File: src/rtl/lighting_system.sv
// Smart-home shade and lamp controller with registered outputs.
// Define LIGHTING_RAMP_EN for +/-1 per cycle soft dimming; otherwise targets load directly.
module lighting_system (
    input  logic        clk,
    input  logic        rst,
    input  logic [3:0]  tcode,
    input  logic [3:0]  ulight,
    input  logic [3:0]  lenght,
    output logic [3:0]  wshade,
    output logic [3:0]  lightnum,
    output logic [15:0] lightstate
);

    logic       valid;
    logic [3:0] shade_tgt;
    logic [3:0] base;
    logic [4:0] sum;
    logic [3:0] light_tgt;
    logic [3:0] ws_nxt;
    logic [3:0] ln_nxt;

    function automatic logic [15:0] therm(input logic [3:0] n);
        therm = 16'((17'd1 << n) - 17'd1);
    endfunction

    always_comb begin
        valid     = (tcode != 4'd0) && ((tcode & (tcode - 4'd1)) == 4'd0);
        shade_tgt = wshade;
        base      = 4'd0;
        if (valid) begin
            unique case (1'b1)
                tcode[0]: shade_tgt = 4'd15;
                tcode[1]: shade_tgt = 4'd8;
                tcode[2]: begin
                    shade_tgt = 4'd4;
                    base      = lenght >> 1;
                end
                tcode[3]: begin
                    shade_tgt = 4'd0;
                    base      = lenght;
                end
                default: ;
            endcase
        end
        // 5-bit sum so base + ulight cannot wrap before saturating to N
        sum       = {1'b0, base} + {1'b0, ulight};
        light_tgt = (sum > {1'b0, lenght}) ? lenght : sum[3:0];
    end

`ifdef LIGHTING_RAMP_EN
    always_comb begin
        ws_nxt = wshade;
        ln_nxt = lightnum;
        if (wshade < shade_tgt)
            ws_nxt = wshade + 4'd1;
        else if (wshade > shade_tgt)
            ws_nxt = wshade - 4'd1;
        if (lightnum < light_tgt)
            ln_nxt = lightnum + 4'd1;
        else if (lightnum > light_tgt)
            ln_nxt = lightnum - 4'd1;
    end
`else
    always_comb begin
        ws_nxt = shade_tgt;
        ln_nxt = light_tgt;
    end
`endif

    // Invalid time codes freeze both shade and lamps
    always_ff @(posedge clk) begin
        if (rst) begin
            wshade     <= 4'd0;
            lightnum   <= 4'd0;
            lightstate <= 16'h0000;
        end else if (valid) begin
            wshade     <= ws_nxt;
            lightnum   <= ln_nxt;
            lightstate <= therm(ln_nxt);
        end
    end

endmodule

File: config.mk
export PLATFORM = sky130hd
export DESIGN_NAME = lighting_system
export DESIGN_NICKNAME = d
export VERILOG_FILES = /design/src/rtl/lighting_system.sv
export SDC_FILE = /design/constraint.sdc
export NUM_CORES = 1
export LEC_CHECK = 0
export ABC_AREA = 1
export CORE_MARGIN = 2
export CORE_UTILIZATION = 42
export CTS_CLUSTER_DIAMETER = 150
export CTS_CLUSTER_SIZE = 12
export DETAILED_ROUTE_END_ITERATION = 8
export PLACE_DENSITY = 0.69
export SLEW_MARGIN = 20
export SYNTH_ARGS = -nofsm -noshare
export SYNTH_HDL_FRONTEND = slang
export SYNTH_SLANG_ARGS = --single-unit
export TNS_END_PERCENT = 50
File: constraint.sdc
create_clock -name clk -period 3.7 [get_ports clk]
set_clock_uncertainty 0.1 [all_clocks]
set_input_delay 0.37 -clock clk [delete_from_list [all_inputs] [get_ports clk]]
set_output_delay 0.37 -clock clk [all_outputs]
set_load 0.005 [all_outputs]
==> qor_table.md <==
| Metric | Value | Unit |
|:---|:---|:---|
| Final Slew Violations | 0 | - |
| Portion of the post-synthesis area used by sequential elements | 28.9 | % |
| Starting utilization of the core area | 43.5 | % |
| Clock tree root buffer cell | clkbuf_8 | - |
| Share of post-route cells with drive strength above 1 | 46.7 | % |
| Top cells by count, synth | nand2_1 (60), inv_1 (29), nor2_1 (25), dfxtp_1 (23), nand3_1 (20) | - |
| Min cycle time layout | 3730 | ps |
| Final number of setup-violating endpoints | 3 | - |
| Count of hold-fix buffers inserted at cts | 0 | - |
| Synth Flop Type | dfxtp_1 | - |
| WHS | 316 | ps |
| Worst setup path startpoint | tcode[2] | - |
| Per-cell via count in the routed design | 5.03 | - |
| Number of global-route vias before repair | 1,936 | - |
| Number of clock sinks seen by CTS | 23 | - |
| Flops & latches, synth | 23 | - |
| Worst-case reg-to-reg path depth | 2 | - |
| Minimum setup slack after placement | -644 | ps |
| ANT cells | 0 | - |
| Initial antenna violation count | 0 | - |
| Violated checks | setup timing | - |
| Number of buffers between clock root and the deepest sink | 2 | - |
| Number of vias after detailed routing | 2,005 | - |
| H-Tree Level Count | 1 | - |
| FF-to-FF Start | lightnum[2] | - |
| Post-synthesis average cell area | 6.72 | µm² |
| Buffers on Ports | 37 | - |
| Max-cap check violation count | 0 | - |
| Critical Path Start Type | input port | - |
| Tcrit/Tclk final | 101 | % |
| Fill cells | 228 | - |
| Terminus of the critical flop-to-flop path | lightnum[2] | - |
| Half-perimeter wire length after placement | 3190 | µm |
| Crit path arrival time | 3830 | ps |
| Largest stage delay on the critical path | 370 | ps |
| Critical Path Slowest Stage Cell | fa_2 | - |
| Remaining global-route overflow | 0 | - |
| Row count | 22 | - |
| Maximum operating frequency | 268 | MHz |
| Capture point of the critical path | lightstate[8] | - |
| Syn-to-layout area delta | 86.4 | % |
| CTS clk-pin slew, worst paths | 80 | ps |
| Initial drt markers | 159 | - |
| Top cells by area, synth | dfxtp_1 (29%), nand2_1 (14%), ha_1 (7.1%), inv_1 (6.8%), nand3_1 (6.3%) | - |
| Drc violations | 0 | - |
| Crit-path most repeated cell | nand2_2 | - |
| Worst-case setup margin in the final layout | -27.8 | ps |
| Net count, final | 376 | - |
| Setup repair after global routing missed its margin | true | - |
| Die Span X | 65.6 | µm |
| Post-detailed-routing wire length | 5820 | µm |
| Number of ports placed on the die boundary | 38 | - |
| Post-detailed-route count of antenna-violating nets | 0 | - |
| Cell count after synthesis | 237 | - |
| Full die area | 4300 | µm² |
| Top cell type by total area after synthesis | dfxtp_1 | - |
| Async set or reset register ratio after synthesis | 0 | % |
| Clock latency of the later-clocked register in the worst-skew pair | 270 | ps |
| Global-route met3 utilization | 4.11 | % |
| Top-area cell type share of the netlist area | 28.9 | % |
| First-pass GRT wire length | 8580 | µm |
| Avg WL per Cell | 14.6 | µm |
| Clock tree from TritonCTS | yes | - |
| First drt pass iteration count | 4 | - |
| Number of nets in the synthesized netlist | 261 | - |
| Total CTS buffers | 3 | - |
| Yosys synthesis warning count | 0 | - |
| Run status | finished, violations left | - |
| Count of different cell masters after synthesis | 28 | - |
| Met2 track utilization from global routing | 48.5 | % |
| Largest driver fanout on the critical path | 8 | - |
| Data required time of the critical path | 3800 | ps |
| Die H | 65.6 | µm |
| Power per unit of standard cell area | 376 | nW/µm² |
| Global-route usage over all layers | 26.3 | % |
| Placer Congestion | 0.926 | - |
| Tightest Pin Transition | 618 | ps |
| Critical setup path kind | input port to flip-flop | - |
| Mapped Area | 1590 | µm² |
| Most used routing layer in global routing | met2 | - |
| Area of the core region | 3660 | µm² |
| Endpoint class of the critical path | flip-flop | - |
| Largest net degree at the start of global routing | 29 | - |
| Number of enable flip-flop cells after synthesis | 0 | - |
| Dominant cell by count in the synthesized netlist | nand2_1 | - |
| Worst min-delay path class | input port to flip-flop | - |
| Summed negative setup slack over all endpoints | -57.8 | ps |
| Peak ir drop on the vdd network | 0.000231 | V |
| Slew margin rel. | 58.6 | % |
| Leakage power | 1.41 | nW |
| Count of final hold-check violations | 0 | - |
| Register-to-Register Setup Slack | 2910 | ps |
| GR Util met1 | 30.0 | % |
-- worst min path at each step --
stage | from | to | slack [ps] | cells past startpoint
6_report | tcode[0] | wshade[1] | 320 | 3
5_1_grt | tcode[0] | wshade[1] | 320 | 3
4_1_cts | lightstate[15] | lightstate[15] | 350 | 2
3_5_place_dp | lightstate[15] | lightstate[15] | 330 | 2
3_3_place_gp | lightstate[15] | lightstate[15] | 330 | 2
2_1_floorplan | lightstate[15] | lightstate[15] | 340 | 2
-- metal layers --
| metal | part of all wire [%] | vias to the layer above |
|---|---|---|
| met3 | 4.8 | 24 |
| met5 | 0 | - |
| met2 | 50 | 68 |
| met4 | 4.4 | 0 |
| li1 | - | 996 |
| met1 | 40 | 917 |
-- sequential cells by signal, indices dropped and copies added, names as in the netlist --
| name | flops |
|---|---|
| lightnum | 4 |
| wshade | 3 |
| lightstate | 16 |
-- critical path, delay by kind of cell --
kind / cells / cell delay (ps)
AO/OA/AOI/OAI: 2 / 260
buffers and inverters: 7 / 740
adder cells (fa/ha/maj): 3 / 800
AND/OR/NAND/NOR: 18 / 1650
-- through the flow --
step                      area, µm²  std cells  total power (W)  utilization [%]
final                          2970        399          0.00112             81.1
after global placement         2350        357         0.000779             64.3
after global routing           2970        399          0.00118             81.1
after detailed placement       2350        357         0.000784             64.3
after CTS                      2770        394          0.00102             75.6
after floorplan                1650        237         0.000571                -
-- repair_timing --
action / 4_1_cts / 5_1_grt
pin swaps: 25 / 38
setup buffers: 33 / 6
resized for setup: 36 / 50
endpoints found under the setup margin: 12 / 22
-- logic make-up after synthesis --
logic type / Yosys count / synth area share, %
simple gates: 132 / 39.7
buf+inv: 36 / 9.11
compound gates: 35 / 13.4
flops: 23 / 28.9
fa+ha+maj: 10 / 8.33
xor+xnor: 1 / 0.550
-- placed cells by master, fill, tap and decap left out, types with 7 or more instances in the layout --
| master | count |
|---|---|
| inv_2 | 7 |
| buf_4 | 73 |
| a21oi_1 | 12 |
| nor2_4 | 7 |
| nand2_4 | 10 |
| dfxtp_1 | 23 |
| nand2_1 | 45 |
| nand3_1 | 13 |
| nand3_2 | 7 |
| inv_1 | 23 |
| nand2_2 | 22 |
| buf_6 | 7 |
| nor2_1 | 17 |
| clkdlybuf4s50_1 | 33 |
-- layout make-up --
type | instances | area [µm²] | share of cell area [%]
multi-input cells | 178 | 1310 | 44.0
flip-flops and latches | 23 | 460 | 15.5
well taps | 48 | 60.1 | 2.02
clock inverters | 1 | 5.00 | 0.169
inverters | 30 | 113 | 3.79
repair buffers | 116 | 982 | 33.1
clock buffers | 3 | 41.3 | 1.39
-- power by group --
group	switching (W)	total, W	internal (W)
combinational	0.000346	0.000672	0.000326
sequential	0.0000122	0.000284	0.000272
clock	0.0000839	0.000159	0.0000754
Power figures use the tool's default switching activity.
==> RTL edit 1 (same flow settings) <==
Make the reset (`rst`) asynchronous in one clocked block.
--- a/src/rtl/lighting_system.sv
+++ b/src/rtl/lighting_system.sv
@@ -68,7 +68,7 @@
 `endif
 
     // Invalid time codes freeze both shade and lamps
-    always_ff @(posedge clk) begin
+    always_ff @(posedge clk or posedge rst) begin
         if (rst) begin
             wshade     <= 4'd0;
             lightnum   <= 4'd0;
Behaviour: differs if rst is asserted again (counterexample within 4 cycles, from zero or initial values and one cycle with rst high); with rst held inactive, the same outputs for 10 cycles.
==> RTL edit 1 against the unedited design <==
  * Utilization fell by 11 points
  * Worst setup slack improved by 200 ps
  * Non-clock buffer count fell by 39
  * Die area fell by 1.2%
  * Synthesized area fell by 1.3%
  * Highest routed layer unchanged
  * Sequential power rose by 29%
  * Sequential cell count did not move
  * Design area fell by 14%
  * Largest cell class unchanged
  * Power rose by 6.4%
  * Routed wire length fell by 29%
  * Register-to-register slack improved by 30 ps
  * Via count fell by 16%
  * Sequential share of layout area rose by 7.0 points
==> RTL edit 1: results (changes against the unedited design) <==
Critical Path AT=3630 ps (-200 ps); routing usage on met3=1.541% (-2.6 points); Post-CTS Resized=27 (-25%); vias in the first global route=1562 (-19%); Post-CTS Setup Bufs=1 (-97%); drt pass-1 iters=5 (+1); synth unique cells=23 (-18%); comb pwr=668 µW (-0.6%); post-detail-place hpwl=2.890 mm (-9.4%); sequential fraction of the synthesis area=36.62% (+7.7 points); Post-Synth XOR/XNOR Area=0.5573% (+0.0074 points); Synth Area in Compound Gates=8.360% (-5.0 points); Synth Flop Type=dfrtp_1; static leakage=1.278 nW (-9.1%); met2 wire length=2.175 mm (-26%); GR Util All Layers=19.87% (-6.4 points); Layout Nets=324 (-14%); antenna cell count=0 (unchanged); 1st-iter DRT viols=89 (-44%); outcome=finished, final reports clean; Clk network pwr share=12.9% (-1.4 points); Async SR Flop Fraction=100.0% (+100 points); Finished Layout Cells=347 (-13%); M1 WL=1.759 mm (-25%); share of layout cells above drive strength 1=35.79% (-11 points); Post-synth top cells=71 x nand2_1, 27 x inv_1, 25 x nor2_1; Global Route met1 Usage=24.20% (-5.8 points); combinational power share=56.3% (-3.9 points); first-pass GRT wire length=6.568 mm (-23%); Placed Area=2240 µm² (-4.8%); die area=4247 µm² (-1.2%); Placer Congestion=0.9002 (-2.8%); DR vias=1683 (-16%); relative max-transition margin=44.52% (-14 points)
==> RTL edit 1: worst paths after layout <==
check                           slack, ps          start  cells past startpoint            end
worst max-delay path                  170       tcode[3]                     31  lightstate[6]
worst min-delay path                  260       tcode[0]                      3      wshade[1]
worst max register to register       2940  lightstate[1]                      2  lightstate[1]
worst min register to register        380  lightstate[4]                      2  lightstate[4]
max in group asynchronous            2520            rst                      2  lightstate[3]
min in group asynchronous             470            rst                      2    lightnum[0]
==> RTL edit 1: critical path: cells and delay by family <==
kind / cells / cell delay (ps)
AOI/OAI and AO/OA: 2 / 160
adders and majority gates: 4 / 960
and+or+nand+nor: 21 / 1820
buffers and inverters: 4 / 340
==> RTL edit 1: area by class of cell <==
| type | instances | area [µm²] |
|---|---|---|
| inverters | 27 | 103.9 |
| multi-input cells | 168 | 1107 |
| flip-flops and latches | 23 | 575.6 |
| repair buffers | 77 | 666.9 |
| clock inverters | 1 | 5.005 |
| clock buffers | 3 | 41.29 |
| fillers | 298 | 1074 |
| well taps | 48 | 60.06 |
==> RTL edit 2 (same flow settings) <==
Made on the original files. Add a define of `LIGHTING_RAMP_EN`.
--- a/src/rtl/lighting_system.sv
+++ b/src/rtl/lighting_system.sv
@@ -1,5 +1,7 @@
 // Smart-home shade and lamp controller with registered outputs.
 // Define LIGHTING_RAMP_EN for +/-1 per cycle soft dimming; otherwise targets load directly.
+`define LIGHTING_RAMP_EN
+
 module lighting_system (
     input  logic        clk,
     input  logic        rst,
Check against the original RTL: not equivalent (a bounded check fails within 4 cycles, from zero or initial values and one cycle with rst high).
==> RTL edit 2 against the unedited design <==
  * The flow still finishes with violations (setup timing)
  * Routed wire length is 6.9% lower
  * Worst setup slack lost 880 ps
  * Sequential cell count rose by 1
  * Fmax down 19%
  * Final cell count grew 4.8%
  * Combinational power grew 53%
  * Design area rose by 1.2%
  * Power is 43% higher
  * Via count is 6.7% higher
  * Synthesized area rose by 21%
  * Critical path type unchanged
  * Largest cell class unchanged
  * Largest power group unchanged
==> RTL edit 2: results (changes against the unedited design) <==
outcome=finished with violations; failing checks=setup timing; Sw Pwr=675.1 µW (+53%); Reg2Reg Depth=13 (+11); Adder-Cell Fraction of Synth Area=15.76% (+7.4 points); Crit path largest cell delay=330 ps (-40 ps); post-detail-place hpwl=3.540 mm (+11%); vias in the first global route=2052 (+6.0%); Hold Path End=lightstate[15]; Worst R2R End=wshade[3]; Post-Place Cells=394 (+10%); GR Util All Layers=20.72% (-5.6 points); Synth Area in Compound Gates=14.52% (+1.2 points); Seq. cell area=480.5 µm² (+4.3%); slowest CP cell=ha_1; Critical Path AT=4660 ps (+830 ps); reg2reg start=wshade[1]; final setup vio count=19 (+16); # fillers=363 (+59%); Place WS=-1568 ps (-923.8 ps); combinational power share=64.5% (+4.3 points); Post-Synth XOR/XNOR Area=2.669% (+2.1 points); first-pass GRT wire length=8.652 mm (+0.89%); P_seq=338 µW (+19%); DR vias=2140 (+6.7%); cells after synthesis=286 (+21%); Sw Share=42.43% (+2.8 points); WL final=5.424 mm (-6.9%); Largest regs=lightstate x16, lightnum x4, wshade x4; syn_nets=323 (+24%); 1st-iter DRT viols=77 (-52%); Post-CTS Resized=56 (+56%); largest net degree at the start of global routing=24 (-17%); Slew @ Worst Pin=635.9 ps (+17.55 ps); Final WS setup=-906.2 ps (-878.4 ps); Hold Crit Start=lightstate[15]; Placer Congestion=0.8202 (-11%); Hold Crit Depth=2 (-1); Post-CTS Setup Bufs=18 (-45%); static leakage=1.423 nW (+1.2%); Placed Area=2600 µm² (+10%); worst hold margin=346.4 ps (+30.54 ps); sequential fraction of the synthesis area=25.00% (-3.9 points); Via density=5.120 (+1.9%); register-to-register setup slack=1190 ps (-1720 ps); Hold Crit Class=reg2reg
## RTL edit 2: how the worst max path moves through the flow
stage	cells past startpoint	slack, ps	to	start
after global placement	35	-1430	lightstate[10]	tcode[0]
after floorplan	34	-820	lightstate[4]	tcode[0]
after detailed placement	35	-1570	lightstate[10]	tcode[2]
after global routing	36	-1150	lightstate[2]	tcode[1]
final	34	-910	lightstate[14]	tcode[1]
after CTS	36	-690	lightstate[14]	tcode[1]
## RTL edit 2: layout make-up
| type | instances | area share [%] |
|---|---|---|
| flip-flops and latches | 24 | 15.99 |
| multi-input cells | 214 | 49.42 |
| inverters | 41 | 5.537 |
| well taps | 52 | 2.165 |
| clock buffers | 3 | 1.374 |
| repair buffers | 83 | 24.52 |
| clock inverters | 1 | 0.9992 |
## RTL edit 2: routing by layer
metal / vias up / share of wire, % / GRT usage (%)
met3: 17 / 4.8 / 2.813
met5: - / 0 / 0
met4: 0 / 3.3 / 9.015
met2: 71 / 49 / 36.21
li1: 1097 / - / -
met1: 955 / 43 / 25.33
